File: config.mk
export PLATFORM = sky130hd
export DESIGN_NAME = dot_product_ctrl
export DESIGN_NICKNAME = d
export VERILOG_FILES = /design/src/rtl/dot_product_ctrl.sv
export SDC_FILE = /design/constraint.sdc
export NUM_CORES = 1
export LEC_CHECK = 0
export ABC_CLOCK_PERIOD_IN_PS = 6000
export BUFFER_PORTS_ARGS = -buffer_cell sky130_fd_sc_hd__clkbuf_2
export CORE_MARGIN = 8
export CORE_UTILIZATION = 40
export CTS_BUF_LIST = sky130_fd_sc_hd__clkbuf_4 sky130_fd_sc_hd__clkbuf_8 sky130_fd_sc_hd__clkbuf_16
export DETAILED_ROUTE_END_ITERATION = 8
export GPL_ROUTABILITY_DRIVEN = 1
export HOLD_SLACK_MARGIN = 0.1
export PLACE_DENSITY = 0.77
export SYNTH_ARGS = -nofsm -noshare
export SYNTH_HDL_FRONTEND = slang
export SYNTH_SLANG_ARGS = --single-unit
File: constraint.sdc
create_clock -name clk -period 6 [get_ports clk]
set_clock_uncertainty 0.15 [all_clocks]
set_input_delay 1.2 -clock clk [delete_from_list [all_inputs] [get_ports clk]]
set_output_delay 1.2 -clock clk [all_outputs]
set_load 0.02 [all_outputs]
File: src/rtl/dot_product_ctrl.sv
// Dot-product sequencer: streams x/w addresses into an external 3-cycle MAC,
// drains the pipeline, then writes one accumulated result per output neuron.
module dot_product_ctrl #(
   parameter int LEN  = 8,
   parameter int OUTS = 4,
   parameter int AW   = 8
) (
   input  logic          clk,
   input  logic          reset,
   input  logic          start,
   output logic          busy,
   output logic          done,
   output logic          err,
   output logic [AW-1:0] x_addr,
   input  logic [7:0]    x_data,
   output logic [AW-1:0] w_addr,
   input  logic [7:0]    w_data,
   output logic          mac_clr,
   output logic          mac_valid,
   output logic [7:0]    mac_a,
   output logic [7:0]    mac_b,
   input  logic [15:0]   mac_f,
   input  logic          mac_valid_out,
   output logic          y_wr,
   output logic [AW-1:0] y_addr,
   output logic [15:0]   y_data
);

   localparam logic [2:0] S_IDLE  = 3'd0;
   localparam logic [2:0] S_CLEAR = 3'd1;
   localparam logic [2:0] S_ISSUE = 3'd2;
   localparam logic [2:0] S_DRAIN = 3'd3;
   localparam logic [2:0] S_WRITE = 3'd4;
   localparam logic [2:0] S_DONE  = 3'd5;

   logic [2:0]    state_q, state_d;
   logic [7:0]    j_q, j_d;
   logic [7:0]    k_q, k_d;
   logic [7:0]    c_q, c_d;
   logic [2:0]    t_q, t_d;
   logic [AW-1:0] wb_q, wb_d;
   logic          mv_q, mv_d;
   logic          err_q, err_d;
   logic [8:0]    c_inc;

   always_comb begin
      state_d = state_q;
      j_d     = j_q;
      k_d     = k_q;
      c_d     = c_q;
      t_d     = t_q;
      wb_d    = wb_q;
      err_d   = err_q;
      mv_d    = (state_q == S_ISSUE);
      c_inc   = {1'b0, c_q} + 9'(mac_valid_out);
      case (state_q)
         S_IDLE: begin
            if (start) begin
               state_d = S_CLEAR;
               j_d     = 8'd0;
               wb_d    = '0;
               err_d   = 1'b0;
            end
         end
         S_CLEAR: begin
            k_d     = 8'd0;
            c_d     = 8'd0;
            t_d     = 3'd0;
            state_d = S_ISSUE;
         end
         S_ISSUE: begin
            c_d = c_inc[7:0];
            if (k_q == 8'(LEN - 1)) state_d = S_DRAIN;
            else k_d = k_q + 8'd1;
         end
         S_DRAIN: begin
            c_d = c_inc[7:0];
            t_d = t_q + 3'd1;
            // completion wins over timeout on the 8th drain cycle
            if (c_inc == 9'(LEN)) begin
               state_d = S_WRITE;
            end else if (t_q == 3'd7) begin
               err_d   = 1'b1;
               state_d = S_DONE;
            end
         end
         S_WRITE: begin
            if (j_q == 8'(OUTS - 1)) begin
               state_d = S_DONE;
            end else begin
               j_d     = j_q + 8'd1;
               wb_d    = wb_q + AW'(LEN);
               state_d = S_CLEAR;
            end
         end
         S_DONE:  state_d = S_IDLE;
         default: state_d = S_IDLE;
      endcase
   end

   always_ff @(posedge clk) begin
      if (reset) begin
         state_q <= S_IDLE;
         j_q     <= 8'd0;
         k_q     <= 8'd0;
         c_q     <= 8'd0;
         t_q     <= 3'd0;
         wb_q    <= '0;
         mv_q    <= 1'b0;
         err_q   <= 1'b0;
      end else begin
         state_q <= state_d;
         j_q     <= j_d;
         k_q     <= k_d;
         c_q     <= c_d;
         t_q     <= t_d;
         wb_q    <= wb_d;
         mv_q    <= mv_d;
         err_q   <= err_d;
      end
   end

   assign busy      = (state_q != S_IDLE);
   assign done      = (state_q == S_DONE);
   assign err       = err_q;
   assign x_addr    = (state_q == S_ISSUE) ? AW'(k_q) : '0;
   assign w_addr    = (state_q == S_ISSUE) ? wb_q + AW'(k_q) : '0;
   assign mac_clr   = reset | (state_q == S_CLEAR);
   assign mac_valid = mv_q;
   assign mac_a     = x_data;
   assign mac_b     = w_data;
   assign y_wr      = (state_q == S_WRITE);
   assign y_addr    = y_wr ? AW'(j_q) : '0;
   assign y_data    = y_wr ? mac_f : 16'd0;

endmodule

==> flow_summary_export.csv <==
group,metric,value,unit
power,p_leak,1.24,nW
clock_network,cts-hold-fix-buffers,0,
power,ir_worst_vdd,201,uV
cells_and_area,final_area,2810,sq um
routing,wl_met3,430,microns
synthesis,synthTopCellsByArea,"dfxtp_1, and3_1, ha_1, buf_4, xnor2_1",
synthesis,ys_top_cells_by_count,"dfxtp_1, nor2_1, and3_1",
sta,finalSetupTns,0,ps
clock_network,cts-buffers-inserted,5,
place,place.port_buffers,65,
sta,slew_headroom,40.1,%
synthesis,synth_nets,361,
routing,post_drt_wl_per_cell,14.6,microns
synthesis,ys_types,58,
sta,slew_viol_final,0,
synthesis,synth_most_common_cell,"dfxtp_1",
clock_network,post-cts-setup-buffer-count,0,
cells_and_area,final_layout_size_suffix_gt1_share,25.4,%
synthesis,ys_warn_count,0,
clock_network,clock-root-buffer,"clkbuf_8",
sta,finalSetupViolCount,0,
cells_and_area,antenna_cells,0,
synthesis,synthArstFlopShare,0,%
die,core_area,5960,sq um
clock_network,path_clk_slew,80,ps
die,start_util,41.4,%
synthesis,synth_top_area_share,30.0,%
routing,drt_drc_violations_left,0,
synthesis,ys.flop_type,"dfxtp_1",
synthesis,synth_top_area_cell,"dfxtp_1",
die,die_w,94.5,microns
place,dp_cells,418,
routing,drt_pre_antenna_iters,4,
die,ios,98,
routing,viasPerCell,5.50,
worst_setup_path,required,4650,ps
clock_network,cts_resized,0,
clock_network,ctsLongestPathBuffers,2,
die,die_h,94.5,microns
global_routing,overflow,0,
routing,vias,2342,
cells_and_area,area_growth,14.1,%
clock_network,cts_max_level,2,
clock_network,clock-sinks,37,
global_routing,grt_pass1_vias,2153,
sta,post-route-period-util,63.4,%
worst_setup_path,critPathKind,"reg -> out",
synthesis,synth-seq-area-share,30.0,%
place,globalplace.congestion,0.778,
routing,wl,6.23,mm
global_routing,grt_max_degree,38,
clock_network,clock_latency,290,ps
sta,worstMarginPinSlew,896,ps
power,power.share.switching,38.0,%
cells_and_area,utilization,47.2,%
place,place_area,2690,sq um
die,row_count,28,
sta,period_needed,3800,ps
synthesis,avgSynthCellArea,7.85,sq um
routing,top_layer_used,"met4",
sta,rsz0062_at_grt,"false",
power,p_comb_share,33.2,%
routing,wl_met1,2.65,mm
die,dieArea,8930,sq um
synthesis,synth_cells,314,
cells_and_area,fin_cells,426,
clock_network,cts_tree,"done",
worst_setup_path,end_kind,"primary output",
global_routing,track_usage,13.9,%
sta,fmax,0.263,GHz
global_routing,grt_pass1_wl,10.3,mm
power,powerDensity,288,nW/um^2
routing,drtIter0Drc,103,
cells_and_area,fin_nets,397,
place,preCtsSetupSlack,2520,ps
worst_setup_path,cp.arrival,2450,ps
global_routing,antenna_found_initial,0,
synthesis,synth_seq_cells,37,
worst_setup_path,path_max_fanout,20,
power,p_int,502,uW
synthesis,synth_edf_count,0,
status,status,"finished, final reports clean",
min_path,hold_class,"reg -> reg",
power,p_seq_share,38.6,%
place,dp_hpwl,4.60,mm
worst_setup_path,start_kind,"register",
sta,fin_ws,2200,ps
synthesis,synth_area,2470,sq um
routing,detail-route-antenna-nets,0,
power,p_sw,308,uW
power,clkPwrFrac,28.2,%
sta,hold_viol,0,
routing,wl_met2,3.06,mm
flow_run,drv_cap,0,
==> routing by layer <==
metal | vias up | GRT usage, %
met2 | 65 | 23.5
met5 | - | 0
met4 | 0 | 4.94
met1 | 1084 | 16.2
met3 | 14 | 4.29
li1 | 1179 | -
==> logic make-up (layout without fill, tap and decap cells) <==
| kind of cell | count (synthesis) | in the layout | share of synthesized area, % |
|---|---|---|---|
| AND/OR/NAND/NOR | 140 | 140 | 31.6 |
| adder cells (fa/ha/maj) | 11 | 11 | 5.58 |
| multiplexers | 3 | 3 | 1.32 |
| XOR/XNOR | 13 | 13 | 4.62 |
| AO/OA/AOI/OAI | 61 | 61 | 16.8 |
| buffers and inverters | 49 | 86 | 10.0 |
| flip-flops | 37 | 37 | 30.0 |
==> sequential cells by signal (all words and copies together) (netlist names) <==
name / cells
err: 1
wb_q: 5
c_q: 8
k_q: 8
state_q: 3
mac_valid: 1
t_q: 3
j_q: 8
==> through the flow <==
| step | hold slack, ps | total power [mW] |
|---|---|---|
| floorplan | 286 | 0.528 |
| global placement | 295 | 0.573 |
| detailed placement | 312 | 0.584 |
| CTS | 323 | 0.813 |
| global route | 346 | 0.863 |
| finish | 322 | 0.810 |
==> cell usage in the layout, fill, tap and decap left out, types with 3 or more instances in the layout <==
cell type,instances
or3_1,7
inv_1,11
ha_1,11
nand4_1,4
nand3_1,15
a22oi_1,4
a31o_2,3
dfxtp_1,37
nor4_1,8
nor2b_1,3
a21oi_1,20
o21a_1,3
nor2_1,27
o21ai_0,10
clkbuf_8,6
nand2_1,17
xnor2_1,12
and3_1,24
nor3_1,6
clkbuf_2,65
and2_1,12
==> worst max-delay path, stage by stage (launching register included) <==
cell and delay [ps]:
dfxtp_1 720, nor2b_1 370, nor2b_1 610, nand2_1 90, o21ai_0 160, clkbuf_2 190
==> power groups by stage <==
stage / clock network [mW] / registers, mW / logic, mW
finish: 0.228 / 0.312 / 0.269
global route: 0.242 / 0.318 / 0.303
CTS: 0.232 / 0.311 / 0.270
detailed placement: 0 / 0.317 / 0.267
global placement: 0 / 0.316 / 0.257
floorplan: 0 / 0.292 / 0.236
==> layout make-up <==
cell class	instances	area, sq um
Multi-Input combinational cell	228	1480
Timing Repair Buffer	67	340
Inverter	11	41.3
Clock inverter	1	30.0
Tap cell	75	93.8
Fill cell	561	3140
Sequential cell	37	741
Clock buffer	7	90.1
==> worst paths after layout <==
kind | start | endpoint | slack (ps) | depth (start not counted)
min | t_q[1] | t_q[1] | 320 | 2
min reg2reg | t_q[1] | t_q[1] | 320 | 2
max reg2reg | state_q[2] | wb_q[7] | 3650 | 5
max | state_q[1] | w_addr[7] | 2200 | 5
(Power assumes the default switching activity.)
